<file path="src/rtl/uart_tx_scheduler.sv">
// Round-robin scheduler sharing one UART TX core among NUM_REQ byte-stream requesters.
// A grant is held per packet: until a byte flagged last, MAX_BURST bytes, or the owner idles out.
//
// state     | meaning
// IDLE      | no owner; arbitrate among valid requesters
// ACCEPT    | req_ready to the owner; capture its byte
// START     | one-cycle tx_start pulse to the TX core
// WAIT_DONE | byte in flight; wait for tx_done or DONE_TIMEOUT
// HOLD      | owner locked; wait for its next byte or HOLD_TIMEOUT
module uart_tx_scheduler #(
  parameter int NUM_REQ      = 4,
  parameter int MAX_BURST    = 16,
  parameter int HOLD_TIMEOUT = 64,
  parameter int DONE_TIMEOUT = 65535
) (
  input  logic                   clk,
  input  logic                   rst,
  input  logic [NUM_REQ-1:0]     req_valid,
  input  logic [8*NUM_REQ-1:0]   req_data,
  input  logic [NUM_REQ-1:0]     req_last,
  output logic [NUM_REQ-1:0]     req_ready,
  output logic                   tx_start,
  output logic [7:0]             tx_data,
  input  logic                   tx_done,
  output logic [2:0]             grant_id,
  output logic                   grant_active,
  output logic                   err_timeout
);

  localparam int IDW = (NUM_REQ > 1) ? $clog2(NUM_REQ) : 1;
  localparam logic [15:0] HOLD_LAST = 16'(HOLD_TIMEOUT - 1);
  localparam logic [15:0] DONE_LAST = 16'(DONE_TIMEOUT - 1);
  localparam logic [7:0]  BURST_MAX = 8'(MAX_BURST);

  typedef enum logic [2:0] {
    S_IDLE,
    S_ACCEPT,
    S_START,
    S_WAIT_DONE,
    S_HOLD
  } state_t;

  state_t      state_q, state_d;
  logic [2:0]  grant_id_q, grant_id_d;
  logic [2:0]  rr_ptr_q, rr_ptr_d;
  logic [7:0]  burst_cnt_q, burst_cnt_d;
  logic [7:0]  tx_data_q, tx_data_d;
  logic        last_q, last_d;
  logic [15:0] timer_q, timer_d;

  logic [IDW-1:0] gid;
  logic [2:0]     winner;
  logic           any_valid;

  assign gid = grant_id_q[IDW-1:0];

  // First valid requester after rr_ptr; the previous owner is scanned last.
  always_comb begin
    winner    = '0;
    any_valid = 1'b0;
    for (int k = 1; k <= NUM_REQ; k++) begin
      if (!any_valid && req_valid[IDW'((int'(rr_ptr_q) + k) % NUM_REQ)]) begin
        winner    = 3'((int'(rr_ptr_q) + k) % NUM_REQ);
        any_valid = 1'b1;
      end
    end
  end

  always_ff @(posedge clk or posedge rst) begin
    if (rst) begin
      state_q     <= S_IDLE;
      grant_id_q  <= '0;
      rr_ptr_q    <= 3'(NUM_REQ - 1);
      burst_cnt_q <= '0;
      tx_data_q   <= '0;
      last_q      <= 1'b0;
      timer_q     <= '0;
    end else begin
      state_q     <= state_d;
      grant_id_q  <= grant_id_d;
      rr_ptr_q    <= rr_ptr_d;
      burst_cnt_q <= burst_cnt_d;
      tx_data_q   <= tx_data_d;
      last_q      <= last_d;
      timer_q     <= timer_d;
    end
  end

  // Timers default to zero so every state entry starts a fresh count.
  always_comb begin
    state_d     = state_q;
    grant_id_d  = grant_id_q;
    rr_ptr_d    = rr_ptr_q;
    burst_cnt_d = burst_cnt_q;
    tx_data_d   = tx_data_q;
    last_d      = last_q;
    timer_d     = '0;
    err_timeout = 1'b0;
    case (state_q)
      S_IDLE: begin
        if (any_valid) begin
          grant_id_d  = winner;
          burst_cnt_d = '0;
          state_d     = S_ACCEPT;
        end
      end
      S_ACCEPT: begin
        if (req_valid[gid]) begin
          tx_data_d = req_data[{gid, 3'b000} +: 8];
          last_d    = req_last[gid];
          if (burst_cnt_q != BURST_MAX) burst_cnt_d = burst_cnt_q + 8'd1;
          state_d   = S_START;
        end else begin
          state_d = S_IDLE;
        end
      end
      S_START: state_d = S_WAIT_DONE;
      S_WAIT_DONE: begin
        // tx_done wins over a coincident expiry.
        if (tx_done) begin
          if (last_q || (burst_cnt_q == BURST_MAX)) begin
            rr_ptr_d = grant_id_q;
            state_d  = S_IDLE;
          end else if (req_valid[gid]) begin
            state_d = S_ACCEPT;
          end else begin
            state_d = S_HOLD;
          end
        end else if (timer_q == DONE_LAST) begin
          err_timeout = 1'b1;
          rr_ptr_d    = grant_id_q;
          state_d     = S_IDLE;
        end else begin
          timer_d = timer_q + 16'd1;
        end
      end
      S_HOLD: begin
        if (req_valid[gid]) begin
          state_d = S_ACCEPT;
        end else if (timer_q == HOLD_LAST) begin
          rr_ptr_d = grant_id_q;
          state_d  = S_IDLE;
        end else begin
          timer_d = timer_q + 16'd1;
        end
      end
      default: state_d = S_IDLE;
    endcase
  end

  always_comb begin
    req_ready = '0;
    if (state_q == S_ACCEPT) req_ready[gid] = 1'b1;
  end

  assign tx_start     = (state_q == S_START);
  assign grant_active = (state_q != S_IDLE);
  assign tx_data      = tx_data_q;
  assign grant_id     = grant_id_q;

endmodule

</file>
<file path="config.mk">
export PLATFORM = sky130hd
export DESIGN_NAME = uart_tx_scheduler
export DESIGN_NICKNAME = d
export VERILOG_FILES = /design/src/rtl/uart_tx_scheduler.sv
export SDC_FILE = /design/constraint.sdc
export NUM_CORES = 1
export LEC_CHECK = 0
export BUFFER_PORTS_ARGS = -buffer_cell sky130_fd_sc_hd__buf_2
export CAP_MARGIN = 20
export CORE_UTILIZATION = 53
export CTS_CLUSTER_SIZE = 40
export DETAILED_ROUTE_END_ITERATION = 7
export PLACE_DENSITY = 0.8
export SETUP_SLACK_MARGIN = 0.5
export SYNTH_ARGS = -nofsm -noshare
export SYNTH_HDL_FRONTEND = slang
export SYNTH_SLANG_ARGS = --single-unit
export TNS_END_PERCENT = 100
</file>
<file path="constraint.sdc">
create_clock -name clk -period 2.4 [get_ports clk]
set_input_delay 0.48 -clock clk [delete_from_list [all_inputs] [get_ports clk]]
set_output_delay 0.48 -clock clk [all_outputs]
set_load 0.005 [all_outputs]
</file>
Yosys cells after proc, flatten, opt, wreduce, memory -nomap -nowiden:

Index checks and enable logic that the tools add are counted.

* add/sub/neg operators: 6
* $lt $le $gt $ge: 6
* equal/unequal tests: 16
* shift-type cells: 1
* mux-type cells: 54
* bitwise gates (word level): 4
* reduce and logical (&&, ||, !) cells: 21

Operators with widths (number)
* $mux W16: 4
* $mux W3: 11
* $pmux W16 S2: 1
* $shiftx A32 B6 Y8: 1
* $mux W8: 3
* $mux W1: 18
* $add A16 B1 Y16 const B: 1
* $eq A16 B16 Y1 const B: 1
* $eq A16 B6 Y1 const B: 1
* $lt A2 B4 Y1 const B: 4
* $pmux W8 S2: 1
* $pmux W3 S5: 1
* $bmux W1 S2: 6
* $mux W2: 6
* $ne A2 B2 Y1 const B: 5
* $ne A3 B3 Y1 const B: 3
* $add A8 B1 Y8 const B: 1
* $eq A8 B5 Y1 const B: 1
* $ne A8 B5 Y1 const B: 1
* $reduce_or A2 Y1: 4
* $eq A3 B2 Y1 const B: 2
* $reduce_and A5 Y1: 1
* $add A2 B1 Y2 const B: 2
* $add A2 B2 Y2 const B: 2
* other kinds (17): 27

* flip-flop bits (word level): 41
* bits of input ports: 43
* output and inout bits: 18

Logic depth before layout (Yosys ltp):

* depth after elaboration: 16
* gate-level depth with buffers: 8
* gate-level depth less buffers: 7

Worst setup path after synthesis:

No wires, ideal clock.

* kind: register -> register
* start: register burst_cnt_q[0]
* end: register rr_ptr_q[0]
* setup time: 0.085 ns
* arrival time: 1.978 ns
* data required time: 2.315 ns
* slack: 0.338 ns
* cell stages (with the launch flop): 8
* path through: dfrtp_1 > inv_1 > ha_1 > or4b_1 > nor4b_1 > nor4b_1 > a211oi_2 > mux2_1

* longest elaborated chain between the ends: 4

RTL lines
* from (decl): line 46 `logic [7:0] burst_cnt_q, burst_cnt_d;`
* from (signal assigned): line 82 `burst_cnt_q <= burst_cnt_d;`
* $eq A8 B5 Y1: line 121 `if (last_q || (burst_cnt_q == BURST_MAX)) begin`
* $logic_or A1 B1 Y1: line 121
* $ne A3 B3 Y1 (no line)
* $reduce_and A5 Y1 (no line)
* to (signal assigned): line 73 `rr_ptr_q <= 3'(NUM_REQ - 1);`
* to (signal assigned): line 81 `rr_ptr_q <= rr_ptr_d;`
* to (decl): line 45 `logic [2:0] rr_ptr_q, rr_ptr_d;`

Every way passes these cells.
A chain may end at the register's enable or synchronous reset.

Final worst setup path:

* start: register burst_cnt_q[1]
* end: register rr_ptr_q[0]

Same word-level chain as after synthesis.

==> impl_metrics.csv <==
group,metric,value,unit
outcome,status,"completed",
sta,hold_viol,0,
cts,clk_latency,300,ps
placed_design,place.gp.congestion,0.8511,
worst_hold_path,hold_path.class,"in2async",
critical_path,arrival,2350,ps
sta,worst-slew-pin-transition,511.5,ps
critical_path,end_kind,"register",
critical_path,path_max_fanout,3,
die,start_util,0.5625,
sta,whs,299.6,ps
sta,setup-violations-final,0,
cells_and_area,num_antenna_cells,0,
cts,cts_tree,"done",
critical_path,endpoint,"rr_ptr_q[0]",
logic_synthesis,netlist_top_cells_count,"nand2_1, dfrtp_1, nor2_1, and3_1, mux4_2",
placed_design,dp_hpwl,3778,um
detailed_routing,drc_errors,0,
sta,maxSlewHeadroom,0.6590,
global_route,grt_max_degree,41,
flow_run,cap_violations,0,
logic_synthesis,synth_area_leaders,"dfrtp_1, mux4_2, nand2_1, nor2_1, xnor2_1",
detailed_routing,wl_per_cell,14.83,um
logic_synthesis,yosysTopAreaCell,"dfrtp_1",
logic_synthesis,synth_area_per_cell,9.698,sq um
logic_synthesis,syn_inst,237,
global_route,grt_pass1_wl,8121,um
cts,cts.clk_slew.worst_paths,80,ps
detailed_routing,routed_wl,5279,um
power_and_ir_drop,ir_drop,0.5106,mV
global_route,grt_overflow,0,
cells_and_area,area_growth,24.06,%
sta,finalCritPeriodShare,0.8830,
logic_synthesis,yosysMostFrequentCell,"nand2_1",
logic_synthesis,ys_seq_area_frac,0.4366,
cells_and_area,drive_gt1_frac,0.3301,
logic_synthesis,synth_warnings,0,
logic_synthesis,synth-edff-count,0,
power_and_ir_drop,p_leak,1.333,nW
detailed_routing,num_vias,1985,
critical_path,reg2reg_depth,7,
critical_path,crit_chain,"inv_1 > ha_1 > or4b_4 > nor4b_4 > nor4b_4 > a211oi_2 > mux2_1",
critical_path,cp-startpoint,"burst_cnt_q[1]",
logic_synthesis,ys_ff_latch,40,
global_route,grt_antenna_before_repair,0,
sta,tns,0,ps
logic_synthesis,netlist.area_leader.share,0.4137,
placed_design,io_buffers,59,
global_route,grt_usage,0.2438,
sta,grt_setup_unrepaired,"yes",
critical_path,rrSetupSlack,280,ps
critical_path,criticalPathCategory,"reg2reg",
sta,period_minus_slack,2119,ps
critical_path,rr_endpoint,"rr_ptr_q[0]",
power_and_ir_drop,cellPowerDensity,910.2,mW/mm^2
logic_synthesis,syn_nets,284,
cts,cts-root-buf,"clkbuf_8",
cts,cts_inserted_buffers,5,
cts,cts_sinks,40,
sta,finClkSkew,12.15,ps
cells_and_area,final_net_count,352,
detailed_routing,vias_per_cell,5.576,
die,row_count,23,
cts,htree_levels,2,
die,dieArea,0.004604,sq mm
logic_synthesis,synthArstFlopShare,1.000,
die,dieHeight,67.86,um
detailed_routing,dr.pass1.iters,4,
critical_path,rr_startpoint,"burst_cnt_q[1]",
global_route,grt_pass1_vias,1872,
critical_path,slowest_stage,"or4b_4",
cts,cts_buffer_depth,2,
logic_synthesis,synthFlopType,"dfrtp_1",
sta,slew_violations,0,
power_and_ir_drop,finalPower,2.595,mW
sta,max_freq,471.9,MHz
detailed_routing,initialDrtViolationCount,73,
detailed_routing,detail-route-antenna-nets,0,
critical_path,startpoint_type,"register",
die,die_w,67.86,um
die,core,0.004086,sq mm
critical_path,cp_common_cell,"nor4b_4",
logic_synthesis,ys_types,45,
logic_synthesis,netlist_area,0.002298,sq mm
die,io_pins,61,
critical_path,slowest_delay,470,ps
cells_and_area,nFillCells,310,
critical_path,worstPathRequired,2630,ps
[how the worst min path moves through the flow]
stage	from	endpoint	slack [ps]	cells after the start
final	rst	timer_q[15]	300	3
after global routing	rst	timer_q[15]	340	3
after CTS	rst	tx_data[1]	310	3
after detailed placement	tx_data[3]	tx_data[3]	460	2
after global placement	tx_data[4]	tx_data[4]	450	2
after floorplan	timer_q[0]	timer_q[0]	450	1
[sequential cells by signal (all words and copies together) (netlist names)]
signal / cells
last_q: 1
tx_data: 8
rr_ptr_q: 2
state_q: 3
burst_cnt_q: 8
grant_id: 2
timer_q: 16
[cell families after synthesis]
kind of cell               count (synthesis)  synth area share
muxes                                     15            0.1209
AOI/OAI and AO/OA                         21           0.06042
buffers and inverters                     16           0.03266
DFF                                       40            0.4366
and+or+nand+nor                          124            0.2651
other                                      1          0.001632
adders and majority gates                  4           0.02178
xor gates and xnor gates                  16           0.06097
[cell type report]
type / instances / area (sq um) / area share
Multi-Input combinational cell: 181 / 1292 / 0.4533
Inverter: 8 / 30.03 / 0.01053
Tap cell: 50 / 62.56 / 0.02194
Clock buffer: 8 / 90.09 / 0.03159
Timing Repair Buffer: 69 / 370.4 / 0.1299
Sequential cell: 40 / 1006 / 0.3528
[critical path, delay by kind of cell (launching register included)]
family          cells  cell delay, ps
compound gates      1             210
fa+ha+maj           1             120
buf+inv             1              70
flops               1             400
mux                 1             360
simple gates        3             900
[power by group]
part / total (mW) / internal, mW / switching, mW / leakage [nW]
Combinational: 1.17 / 0.561 / 0.610 / 0.760
Clock: 0.462 / 0.234 / 0.227 / 0.0455
Sequential: 0.962 / 0.837 / 0.125 / 0.527
[per-layer routing]
layer | vias to the layer above | global-route usage | part of all wire
met1 | 951 | 0.2715 | 0.40
li1 | 959 | - | -
met5 | - | 0 | 0
met4 | 0 | 0.1224 | 0.021
met3 | 11 | 0.04833 | 0.050
met2 | 64 | 0.4394 | 0.53
[cell usage in the layout (no fill, tap or decap), drive strengths merged, types with 9 or more instances in the layout]
| cell | netlist | layout |
|---|---|---|
| nand2 | 44 | 44 |
| dfrtp | 38 | 38 |
| buf | 4 | 69 |
| mux4 | 10 | 10 |
| nor2 | 29 | 29 |
| nand3 | 9 | 9 |
| o21ai | 9 | 9 |
| and3 | 10 | 10 |
[repair_timing]
action,CTS,global route
hold buffers,0,0
setup buffers,2,2
setup endpoints to repair,29,29
pin swaps,1,1
gates resized for setup,7,7
[per-stage QoR]
step	cells	utilization	worst slack (ps)	instance area (sq um)
3_5_place_dp	344	0.6516	169.8	2663
5_1_grt	356	0.6978	162.2	2851
4_1_cts	354	0.6852	272.2	2800
2_1_floorplan	237	-	438.2	2305
6_report	356	0.6978	280.7	2851
3_3_place_gp	344	0.6516	239.4	2663
No activity file was read; power rests on OpenSTA's default activity.
